--- src/rtl/riscv_fetch.sv ---
// riscv_fetch -- instruction fetch unit.
//
// Owns the program counter and fetches one 32-bit instruction word at a time
// from instruction memory. Each word is handed to decode together with its PC.
// Execute can redirect the PC at any time with a one-cycle pulse.
//
// Optional feature macro: RISCV_FETCH_ALIGN_CHECK_EN
//   defined   : a redirect to a non-word-aligned PC parks the unit in FAULT
//               and raises a sticky `fault` flag until reset.
//   undefined : redirect_pc[1:0] is ignored (forced to 00) and `fault` is 0.
//
// Handshake semantics (both channels): a transfer happens on a rising clock
// edge where valid and ready are both 1. The source holds the payload stable
// while valid is 1 and no transfer has happened. The single exception is a
// redirect while a request waits in REQ, which retargets req_addr.
// rsp_valid is a single-cycle strobe with no ready; exactly one response
// returns per accepted request.
//
// Ports:
//   clk, rst              clock, asynchronous active-high reset
//   req_valid/req_ready   instruction memory request, req_addr = word address
//   rsp_valid/rsp_data    instruction memory response
//   inst_valid/inst_ready instruction to decode, inst + inst_pc
//   redirect/redirect_pc  PC replacement pulse from execute
//   fault                 sticky misaligned-redirect flag
//
// The internal `state` signal carries the FSM state (REQ/WAIT/HOLD/FAULT)
// for probing.
module riscv_fetch #(
  parameter logic [31:0] RESET_PC = 32'h0000_0000
) (
  input  logic        clk,
  input  logic        rst,
  output logic        req_valid,
  input  logic        req_ready,
  output logic [31:0] req_addr,
  input  logic        rsp_valid,
  input  logic [31:0] rsp_data,
  output logic        inst_valid,
  input  logic        inst_ready,
  output logic [31:0] inst,
  output logic [31:0] inst_pc,
  input  logic        redirect,
  input  logic [31:0] redirect_pc,
  output logic        fault
);

  typedef enum logic [1:0] {
    S_REQ   = 2'd0,
    S_WAIT  = 2'd1,
    S_HOLD  = 2'd2,
    S_FAULT = 2'd3
  } state_t;

  state_t      state, state_nxt;
  logic [31:0] pc, pc_nxt;
  logic        kill, kill_nxt;
  logic [31:0] inst_nxt, inst_pc_nxt;
  logic        req_valid_st;
  logic [31:0] redirect_tgt;
  logic        misaligned;

`ifdef RISCV_FETCH_ALIGN_CHECK_EN
  assign redirect_tgt = redirect_pc;
  assign misaligned   = redirect && (redirect_pc[1:0] != 2'b00);

  always_ff @(posedge clk or posedge rst) begin
    if (rst) begin
      fault <= 1'b0;
    end else if (misaligned) begin
      fault <= 1'b1;
    end
  end
`else
  assign redirect_tgt = {redirect_pc[31:2], 2'b00};
  assign misaligned   = 1'b0;
  assign fault        = 1'b0;
`endif

  // REQ is the reset state, so the request must be masked while reset is
  // still asserted.
  assign req_valid = req_valid_st && !rst;
  assign req_addr  = pc;

  always_ff @(posedge clk or posedge rst) begin
    if (rst) begin
      state   <= S_REQ;
      pc      <= RESET_PC;
      kill    <= 1'b0;
      inst    <= 32'h0;
      inst_pc <= 32'h0;
    end else begin
      state   <= state_nxt;
      pc      <= pc_nxt;
      kill    <= kill_nxt;
      inst    <= inst_nxt;
      inst_pc <= inst_pc_nxt;
    end
  end

  always_comb begin
    state_nxt    = state;
    pc_nxt       = pc;
    kill_nxt     = kill;
    inst_nxt     = inst;
    inst_pc_nxt  = inst_pc;
    req_valid_st = 1'b0;
    inst_valid   = 1'b0;

    case (state)
      S_REQ: begin
        req_valid_st = 1'b1;
        if (req_ready) begin
          state_nxt = S_WAIT;
          // An accepted request that is already stale must have its
          // response thrown away when it returns.
          if (redirect) kill_nxt = 1'b1;
        end
        if (redirect) pc_nxt = redirect_tgt;
      end

      S_WAIT: begin
        if (rsp_valid) begin
          if (kill || redirect) begin
            kill_nxt  = 1'b0;
            state_nxt = S_REQ;
          end else begin
            inst_nxt    = rsp_data;
            inst_pc_nxt = pc;
            pc_nxt      = pc + 32'd4;
            state_nxt   = S_HOLD;
          end
        end else if (redirect) begin
          kill_nxt = 1'b1;
        end
        if (redirect) pc_nxt = redirect_tgt;
      end

      S_HOLD: begin
        inst_valid = 1'b1;
        if (inst_ready || redirect) state_nxt = S_REQ;
        if (redirect) pc_nxt = redirect_tgt;
      end

      S_FAULT: begin
        // Terminal until reset; late responses are simply ignored.
      end

      default: state_nxt = S_REQ;
    endcase

    if (misaligned) begin
      state_nxt = S_FAULT;
      pc_nxt    = pc;
    end
  end

endmodule

--- config.mk ---
export PLATFORM = sky130hd
export DESIGN_NAME = riscv_fetch
export DESIGN_NICKNAME = d
export VERILOG_FILES = /design/src/rtl/riscv_fetch.sv
export SDC_FILE = /design/constraint.sdc
export NUM_CORES = 1
export LEC_CHECK = 0
export BUFFER_PORTS_ARGS = -buffer_cell sky130_fd_sc_hd__buf_2
export CAP_MARGIN = 5
export CORE_MARGIN = 4
export CORE_UTILIZATION = 50
export CTS_BUF_LIST = sky130_fd_sc_hd__clkbuf_16
export DETAILED_ROUTE_END_ITERATION = 7
export GPL_ROUTABILITY_DRIVEN = 0
export MAX_ROUTING_LAYER = met4
export PLACE_DENSITY_LB_ADDON = 0.05
export SYNTH_ARGS = -nofsm -noshare
export SYNTH_HDL_FRONTEND = slang
export SYNTH_SLANG_ARGS = --single-unit
export TNS_END_PERCENT = 30
--- constraint.sdc ---
create_clock -name clk -period 3.48 [get_ports clk]
set_input_delay 0.348 -clock clk [delete_from_list [all_inputs] [get_ports clk]]
set_output_delay 0.348 -clock clk [all_outputs]
set_load 0.005 [all_outputs]
==> flow_summary_export.csv, run 1 <==
group,metric,value,unit
floorplanning,rows,35,
timing,worst_pin_slew,0.928,ns
cts,htreeDepth,3,
global_routing,gr-total-overflow,0,
final_layout,synthToLayoutAreaGrowth,25.1,%
placement,hpwlAfterDp,8300,um
detailed_routing,ant_nets,0,
cts,cts_tree,"built",
cts,post_cts_buffers,0,
timing,fin_worst_skew,0.0100,ns
setup_path,crit_required,3.66,ns
floorplanning,die_y,105,um
timing,final.setup.tns,0,ns
floorplanning,initial_utilization,51.1,%
floorplanning,core-area,9150,um2
cts,cts_root_buf,"clkbuf_16",
synth,synth_cell_types,56,
timing,setup_violations,0,
detailed_routing,totalWireLength,11700,um
setup_path,r2r_start,"state[0]$_DFFE_PP0P_",
cts,cts.sinks,95,
final_layout,drive_gt1_share,45.0,%
cts,cts_buffers,9,
synth,yosysTopAreaCellShare,50.8,%
detailed_routing,num_vias,3843,
synth,synth_top_cell_by_area,"dfrtp_1",
setup_path,r2r-end,"req_addr[8]$_DFFE_PP0P_",
pwr,power_switching,2060,uW
synth,synth_seq_cells,95,
synth,synth_flop_cell,"dfrtp_1",
timing,finalCriticalPeriod,2.48,ns
detailed_routing,avgRoutedWirePerCell,17.1,um
setup_path,rrSetupSlack,1.00,ns
placement,io_buffers,161,
synth,ys_top_cells_by_area,"dfrtp_1, mux2_2, a21oi_1",
setup_path,startpoint,"state[0]$_DFFE_PP0P_",
worst_hold_path,min_path_type,"input port to asynchronous set/reset pin",
synth,syn_inst,414,
cts,path_clk_slew,0.07,ns
synth,synth_edf_count,0,
synth,syn_area_per_cell,11.3,um2
setup_path,arrival,2.66,ns
detailed_routing,dr.pass1.iters,5,
timing,max-slew-margin-rel,38.1,%
cts,clock_path_buffers,2,
timing,timing.fmax,0.403,GHz
pwr,powerDensity,919,nW/um2
placement,place_area,5530,um2
global_routing,antenna_found_initial,0,
final_layout,final_area,5850,um2
global_routing,grt_start_max_net_pins,61,
floorplanning,die-area,11000,um2
global_routing,grt_use_total,22.0,%
timing,fin_crit_sh,71.3,%
cts,ctsHoldBuffers,0,
synth,synthTopCellsByCount,"dfrtp_1, mux2_2, a21oi_1",
detailed_routing,drt-vias-per-instance,5.62,
pwr,vdd_drop_max,0.532,mV
setup_path,crit_type,"register to register",
synth,async_flop_share,100,%
final_layout,nets,643,
setup_path,path_max_fanout,25,
timing,holdWs,0.127,ns
pwr,p_sw_share,38.3,%
timing,rsz0062_at_grt,"no",
synth,ys_seq_area_share,50.8,%
pwr,power_frac_seq,40.8,%
timing,hold_viol,0,
detailed_routing,drtIter0Drc,228,
outcome,outcome,"completed",
pwr,leakage,0.00267,uW
cts,clk_latency,0.34,ns
timing,drv_slew,0,
floorplanning,dieWidth,105,um
pwr,comb_power_share,40.1,%
setup_path,rr_worst_depth,6,
setup_path,cp-end-kind,"register",
cts,cts_resized,0,
final_layout,num_antenna_cells,0,
synth,ys_warn_count,0,
detailed_routing,drc,0,
synth,synth_area,4680,um2
global_routing,grt_pass1_vias,3738,
run,max-cap-violations,0,
global_routing,grt_pass1_wl,19200,um
final_layout,final_core_util,63.9,%
synth,synth_most_common_cell,"dfrtp_1",
setup_path,critPathLaunchType,"register",
pwr,p_clk_share,19.2,%
floorplanning,io_pins,169,
pwr,internal_power,3320,uW
pwr,power,5370,uW
## state kept, by name, summed over array words and instances, names as in the netlist
name,flops
state,2
inst_pc,30
kill,1
inst,32
req_addr,30
## power by group through the flow
stage	registers, uW	clock network [uW]	logic (uW)
floorplan	2170	0	1300
global placement	2170	0	2120
detailed placement	2210	0	2170
CTS	2190	1050	2180
global route	2300	1090	2390
finish	2190	1030	2150
## worst max-delay path, stage by stage, from the launching register on
cell and delay, ns:
dfrtp_1 0.48, inv_1 0.10, ha_1 0.29, or3_1 0.76, or3_1 0.50, o21ai_0 0.09
a21oi_1 0.09
## kinds of logic (layout without fill, tap and decap cells)
kind of cell,count (synthesis),count (layout),synth area share [%]
adders and majority gates,5,5,1.34
other,1,5,0.0802
muxes,63,63,15.1
buffers and inverters,34,189,3.99
and+or+nand+nor,129,129,16.7
AOI/OAI and AO/OA,87,87,11.9
DFF,95,95,50.8
## placed cells by master, fill, tap and decap left out, types with 5 or more instances in the layout
master     synthesis  final
a2bb2oi_1          8      8
conb_1             1      5
nor2_1            22     22
inv_1              6      5
buf_2             11    161
o21ai_0           16     16
mux2_1             7      7
o22ai_1            9      9
ha_1               5      5
nand2_1           29     29
clkbuf_16          0      9
a21oi_1           30     30
nand4_1           15     15
and4_1             5      5
and3_1             7      7
buf_4              6      6
nor3_1             7      7
dfrtp_1           95     95
mux2_2            55     55
nand3_1           12     12
## metal layers
metal	GRT usage (%)	vias up	share of wire [%]
met2	35.6	118	50
met4	5.90	0	0.56
li1	-	1837	-
met1	29.5	1883	45
met5	-	-	0
met3	2.90	5	4.7
## worst max-delay path by stage
stage | end | slack (ns) | cells past startpoint
finish | req_addr[8]$_DFFE_PP0P_ | 1.00 | 6
global route | req_addr[8]$_DFFE_PP0P_ | 0.90 | 6
CTS | req_addr[8]$_DFFE_PP0P_ | 1.03 | 6
detailed placement | req_addr[8]$_DFFE_PP0P_ | 1.05 | 6
global placement | req_addr[8]$_DFFE_PP0P_ | 1.13 | 6
floorplan | inst[0]$_DFFE_PP0P_ | 0.65 | 1
## final cells by class
cell class	count	area (um2)
Clock buffer	9	225
Clock inverter	7	91.3
Fill cell	759	3300
Inverter	6	25.0
Multi-Input combinational cell	289	2140
Sequential cell	95	2380
Tap cell	111	139
Timing Repair Buffer	167	851
## per-stage QoR
stage | setup slack (ns) | cells
after detailed placement | 1.05 | 668
final | 1.00 | 684
after global routing | 0.899 | 684
after floorplan | 0.655 | 418
after CTS | 1.03 | 684
after global placement | 1.13 | 668
No activity file was read; power rests on OpenSTA's default activity.
==> run 2, diff against run 1 <==
- CORE_UTILIZATION: 50 -> 45
- clock period: 3.48 -> 2.25 ns (I/O delays scaled with it)
==> run 2 against run 1 <==
Wire length increased by 0.83%; core utilization decreased by 4.2 points; die area up 10%; global-route usage decreased by 1.6 points; critical path type unchanged; critical endpoint unchanged; critical path depth is 1 higher; cell count rose by 4.7%; power grew 54%; sequential power increased by 55%; clock skew decreased by 0.0028 ns; register-to-register slack got worse by 0.79 ns; hold slack got worse by 0.11 ns; combinational power increased by 59%.
==> flow_summary_export.csv, run 2 (synthesis gave the netlist of run 1 again) <==
group,metric,value,unit
outcome,outcome,"completed",
pwr,vdd_drop_max,0.573,mV
setup_path,rrSetupSlack,0.21,ns
global_routing,grt_start_max_net_pins,63,
run,max-cap-violations,0,
timing,timing.fmax,0.491,GHz
global_routing,grt_pass1_wl,18700,um
timing,worst_pin_slew,0.775,ns
final_layout,drive_gt1_share,45.6,%
detailed_routing,ant_nets,0,
setup_path,r2r-end,"req_addr[8]$_DFFE_PP0P_",
cts,cts.sinks,95,
global_routing,grt_pass1_vias,3715,
global_routing,grt_use_total,20.4,%
setup_path,arrival,2.26,ns
timing,hold_viol,0,
floorplanning,die-area,12100,um2
final_layout,top_register,"inst",
cts,path_clk_slew,0.07,ns
final_layout,mostFrequentLayoutCell,"buf_2",
placement,place_area,5650,um2
pwr,powerDensity,1390,nW/um2
setup_path,rr_worst_depth,7,
timing,drv_slew,0,
floorplanning,core-area,9950,um2
setup_path,r2r_start,"state[0]$_DFFE_PP0P_",
cts,cts_root_buf,"clkbuf_16",
setup_path,crit_chain,"inv_1 > ha_1 > or3_1 > buf_4 > or3_1 > o21ai_0 > a21oi_1",
timing,final.setup.tns,0,ns
detailed_routing,drtIter0Drc,193,
detailed_routing,wl_met1,5100,um
detailed_routing,drt-vias-per-instance,5.41,
detailed_routing,num_vias,3873,
setup_path,cp-end-kind,"register",
final_layout,nets,652,
worst_hold_path,min_path_type,"input port to asynchronous set/reset pin",
detailed_routing,drc,0,
cts,post_cts_buffers,0,
setup_path,critPathLaunchType,"register",
timing,fin_worst_skew,0.00722,ns
timing,finalCriticalPeriod,2.04,ns
placement,hpwlAfterDp,8500,um
detailed_routing,wl_met3,737,um
cts,clk_latency,0.34,ns
cts,cts_tree,"built",
floorplanning,rows,36,
cts,htreeDepth,3,
cts,ctsHoldBuffers,0,
floorplanning,die_y,110,um
setup_path,slowest_delay,0.47,ns
cts,cts_resized,0,
timing,max-slew-margin-rel,48.4,%
timing,rsz0062_at_grt,"no",
setup_path,slowest_stage,"dfrtp_1",
final_layout,final_cell_mix,"buf_2, dfrtp_1, mux2_2",
detailed_routing,totalWireLength,11800,um
global_routing,antenna_found_initial,2,
setup_path,path_max_fanout,20,
cts,cts_buffers,9,
floorplanning,initial_utilization,47.0,%
detailed_routing,top_layer,"met4",
detailed_routing,dr.pass1.iters,4,
final_layout,final_area,5950,um2
final_layout,synthToLayoutAreaGrowth,27.2,%
final_layout,final_core_util,59.7,%
placement,io_buffers,161,
setup_path,crit_type,"register to register",
detailed_routing,met2WireLength,5820,um
pwr,leakage,0.00270,uW
final_layout,fillers,854,
detailed_routing,avgRoutedWirePerCell,16.5,um
timing,fin_crit_sh,90.6,%
final_layout,largest_reg_flops,32,
floorplanning,io_pins,169,
cts,clock_path_buffers,2,
setup_path,crit_top_cell,"or3_1",
floorplanning,dieWidth,110,um
global_routing,gr-total-overflow,0,
setup_path,crit_required,2.47,ns
timing,setup_violations,0,
-- run 2: cell types whose count changed in the layout (fill, tap and decap cells not counted) --
cell,previous run,this run
inv_6,1,0
clkinv_4,2,1
inv_8,1,0
buf_12,0,2
buf_4,6,13
clkinv_8,1,0
clkinv_2,0,1
clkinv_1,0,1
inv_4,1,0
clkinvlp_4,1,3
diode_2,0,2
-- run 2: per-stage QoR --
| step | setup slack (ns) | total power, uW | hold slack (ns) | instances |
|---|---|---|---|---|
| 4_1_cts | 0.215 | 8400 | 0.0376 | 714 |
| 3_3_place_gp | 0.270 | 6760 | 0.388 | 699 |
| 5_1_grt | 0.0400 | 8960 | 0.0533 | 716 |
| 3_5_place_dp | 0.224 | 6880 | 0.396 | 699 |
| 6_report | 0.212 | 8290 | 0.0136 | 716 |
| 2_1_floorplan | 0.389 | 5360 | 0.333 | 418 |
-- run 2: layer usage --
layer | vias up | track usage, %
li1 | 1857 | -
met1 | 1888 | 26.3
met5 | - | -
met3 | 12 | 4.11
met4 | 0 | 6.23
met2 | 116 | 32.5
-- run 2: power by group --
group          internal (uW)  switching (uW)  total [uW]
Clock                    851             639        1490
Combinational           1770            1640        3410
Sequential              2570             824        3390
-- run 2: final cells by class --
class	count	area (um2)	share of cell area, %
inverter	6	26.3	0.442
tap	133	166	2.80
timing repair buffer	176	943	15.9
clock inverter	6	62.6	1.05
clock buffer	9	225	3.79
sequential	95	2380	40.0
multi-input combinational	289	2140	36.0
antenna	2	5.00	0.0842
-- run 2: critical path: cells and delay by family, from the launching register on --
kind | cells | cell delay (ns)
simple gates | 2 | 0.71
buf+inv | 2 | 0.32
fa+ha+maj | 1 | 0.27
flops | 1 | 0.47
compound gates | 2 | 0.16
-- run 2: how the worst max path moves through the flow --
stage                                  startpoint                        to  depth (start not counted)
after floorplan              state[0]$_DFFE_PP0P_   req_addr[8]$_DFFE_PP0P_                          7
after global placement       state[0]$_DFFE_PP0P_   req_addr[8]$_DFFE_PP0P_                          7
after detailed placement     state[0]$_DFFE_PP0P_   req_addr[8]$_DFFE_PP0P_                          7
after CTS                    state[0]$_DFFE_PP0P_   req_addr[8]$_DFFE_PP0P_                          7
after global routing      req_addr[2]$_DFFE_PP0P_  req_addr[26]$_DFFE_PP0P_                          6
final                        state[0]$_DFFE_PP0P_   req_addr[8]$_DFFE_PP0P_                          7
==> run 3, diff against run 2 <==
- ABC_AREA: default -> 1
==> run 3 against run 2 <==
Clock skew shrank 0.0028 ns; global-route usage grew 1.3 points; power grew 5.0%.
==> flow_summary_export.csv, run 3 <==
group,metric,value,unit
final_layout,largest_reg_flops,32,
final_layout,top_register,"inst",
setup_path,slowest_stage,"dfrtp_1",
final_layout,final_cell_mix,"nand2_1, buf_2, dfrtp_1",
cts,post_cts_buffers,0,
detailed_routing,drtIter0Drc,244,
synth,ys_warn_count,0,
floorplanning,die_y,112,um
synth,ys_top_cells_by_area,"dfrtp_1, nand2_1, mux2_2",
cts,cts_root_buf,"clkbuf_16",
pwr,power_frac_seq,37.2,%
synth,ys_seq_area_share,49.2,%
setup_path,arrival,2.26,ns
final_layout,nets,827,
setup_path,rr_worst_depth,9,
floorplanning,die-area,12500,um2
cts,clock_path_buffers,2,
synth,async_flop_share,100,%
cts,path_clk_slew,0.07,ns
detailed_routing,ant_nets,0,
setup_path,slowest_delay,0.44,ns
synth,synth_seq_cells,95,
global_routing,antenna_found_initial,0,
pwr,leakage,0.00314,uW
cts,cts.sinks,95,
setup_path,crit_type,"register to register",
setup_path,path_max_fanout,18,
detailed_routing,top_layer,"met4",
placement,io_buffers,161,
floorplanning,core-area,10400,um2
global_routing,grt_pass1_wl,21600,um
cts,htreeDepth,3,
detailed_routing,drc,0,
timing,fin_worst_skew,0.00440,ns
timing,setup_violations,0,
worst_hold_path,min_path_type,"input port to register",
final_layout,synthToLayoutAreaGrowth,27.0,%
setup_path,cp-end-kind,"register",
placement,pre_cts_ws,0.301,ns
timing,max-slew-margin-rel,56.1,%
synth,syn_inst,592,
setup_path,critPathTopFamily,"buffers and inverters",
global_routing,grt_pass1_vias,4288,
detailed_routing,wl_met3,660,um
timing,finalCriticalPeriod,1.98,ns
cts,cts_tree,"built",
timing,drv_slew,0,
pwr,powerDensity,1420,nW/um2
floorplanning,initial_utilization,46.4,%
setup_path,crit_chain,"inv_1 > ha_1 > nor3_4 > buf_4 > buf_4 > nor2_1 > nor2_1 > nand2_1 > nand2_1",
synth,syn_area_per_cell,8.16,um2
detailed_routing,wl_met1,6000,um
floorplanning,io_pins,169,
detailed_routing,avgRoutedWirePerCell,14.7,um
timing,hold_viol,0,
detailed_routing,met2WireLength,6280,um
run,max-cap-violations,0,
timing,timing.fmax,0.505,GHz
floorplanning,dieWidth,112,um
setup_path,critPathBufInv,3,
global_routing,grt_start_max_net_pins,50,
synth,yosysTopAreaCellShare,49.2,%
global_routing,grt_use_total,21.7,%
timing,worst_pin_slew,0.657,ns
global_routing,gr-total-overflow,0,
setup_path,crit_required,2.53,ns
outcome,outcome,"completed",
synth,synth_most_common_cell,"nand2_1",
final_layout,num_antenna_cells,0,
synth,synth_area,4830,um2
setup_path,path_depth,9,
floorplanning,rows,37,
synth,synth_top_cell_by_area,"dfrtp_1",
detailed_routing,num_vias,4388,
detailed_routing,dr.pass1.iters,5,
pwr,vdd_drop_max,0.702,mV
pwr,power_switching,3530,uW
detailed_routing,totalWireLength,13100,um
timing,fin_crit_sh,88.0,%
timing,worst_slack,0.270,ns
cts,cts_buffers,9,
setup_path,rrSetupSlack,0.27,ns
timing,rsz0062_at_grt,"no",
synth,synth_flop_cell,"dfrtp_1",
synth,synth_cell_types,31,
final_layout,mostFrequentLayoutCell,"nand2_1",
final_layout,drive_gt1_share,30.5,%
setup_path,critPathLaunchType,"register",
pwr,comb_power_share,44.1,%
placement,hpwlAfterDp,10000,um
timing,final.setup.tns,0,ns
worst_hold_path,hold_depth,2,
synth,synthTopCellsByCount,"nand2_1, dfrtp_1, nor2_1",
pwr,p_clk_share,18.7,%
cts,clk_latency,0.34,ns
detailed_routing,drt-vias-per-instance,4.91,
pwr,p_sw_share,40.6,%
pwr,internal_power,5170,uW
synth,synth_edf_count,0,
[run 3: cell count changes in the layout (fill, tap and decap cells not counted), sizes merged, moves of 7 or more]
cell / previous run / this run
a21oi: 30 / 11
inv: 5 / 51
and3: 8 / 0
o21ai: 17 / 51
nand3: 14 / 37
a2bb2oi: 8 / 0
nor2: 25 / 81
nand2: 30 / 175
mux2: 62 / 34
nand4: 18 / 1
nor4: 7 / 0
[run 3: metal layers]
metal | GRT usage (%) | up-vias
met4 | 4.70 | 0
met3 | 3.86 | 10
met2 | 34.4 | 147
met5 | - | -
met1 | 29.4 | 2010
li1 | - | 2221
[run 3: logic make-up (layout without fill, tap and decap cells)]
group / count (synthesis) / after routing / share of synthesized area [%]
compound gates: 77 / 77 / 8.62
fa+ha+maj: 5 / 5 / 1.29
buf+inv: 76 / 237 / 6.76
flops: 95 / 95 / 49.2
mux: 34 / 34 / 7.92
other cells: 1 / 5 / 0.0776
simple gates: 304 / 304 / 26.1
[run 3: stage by stage]
stage / hold slack (ns) / util, % / total power [uW] / area (um2) / cells
final: 0.116 / 58.9 / 8710 / 6140 / 893
after global routing: 0.112 / 58.9 / 9440 / 6140 / 893
after CTS: 0.111 / 58.9 / 8790 / 6140 / 893
after detailed placement: 0.359 / 55.8 / 7150 / 5810 / 876
after global placement: 0.346 / 55.8 / 6990 / 5810 / 876
after floorplan: 0.342 / - / 5490 / 4850 / 596
[run 3: what timing repair did]
item,CTS,global route
gates resized for setup,0,0
endpoints found under the hold margin,20,0
hold buffers,1,0
[run 3: power by group through the flow]
stage	sequential (uW)	combinational, uW	clock (uW)
after detailed placement	3270	3880	0
after global routing	3370	4340	1740
after global placement	3230	3760	0
after floorplan	3240	2250	0
after CTS	3240	3900	1660
final	3240	3840	1630
[run 3: worst paths after layout]
check / endpoint / start
setup / recovery: req_addr[26]$_DFFE_PP0P_ / state[0]$_DFFE_PP0P_
hold / removal: inst[24]$_DFFE_PP0P_ / rsp_data[24]
setup reg to reg: req_addr[26]$_DFFE_PP0P_ / state[0]$_DFFE_PP0P_
hold reg to reg: inst_pc[26]$_DFFE_PP0P_ / inst_pc[26]$_DFFE_PP0P_
max in group asynchronous: inst[31]$_DFFE_PP0P_ / rst
min in group asynchronous: inst_pc[15]$_DFFE_PP0P_ / rst
[run 3: worst register-to-register path: stages, from the launching register on]
cell,delay [ns]
dfrtp_1,0.44
inv_1,0.10
ha_1,0.27
nor3_4,0.25
buf_4,0.28
buf_4,0.27
nor2_1,0.06
nor2_1,0.13
nand2_1,0.07
nand2_1,0.05
[run 3: final cells by class]
class	instances	area, um2
clock buffer	9	225
clock inverter	7	87.6
fill	966	4280
inverter	50	191
multi-input combinational	425	2150
sequential	95	2380
tap	136	170
timing repair buffer	171	933
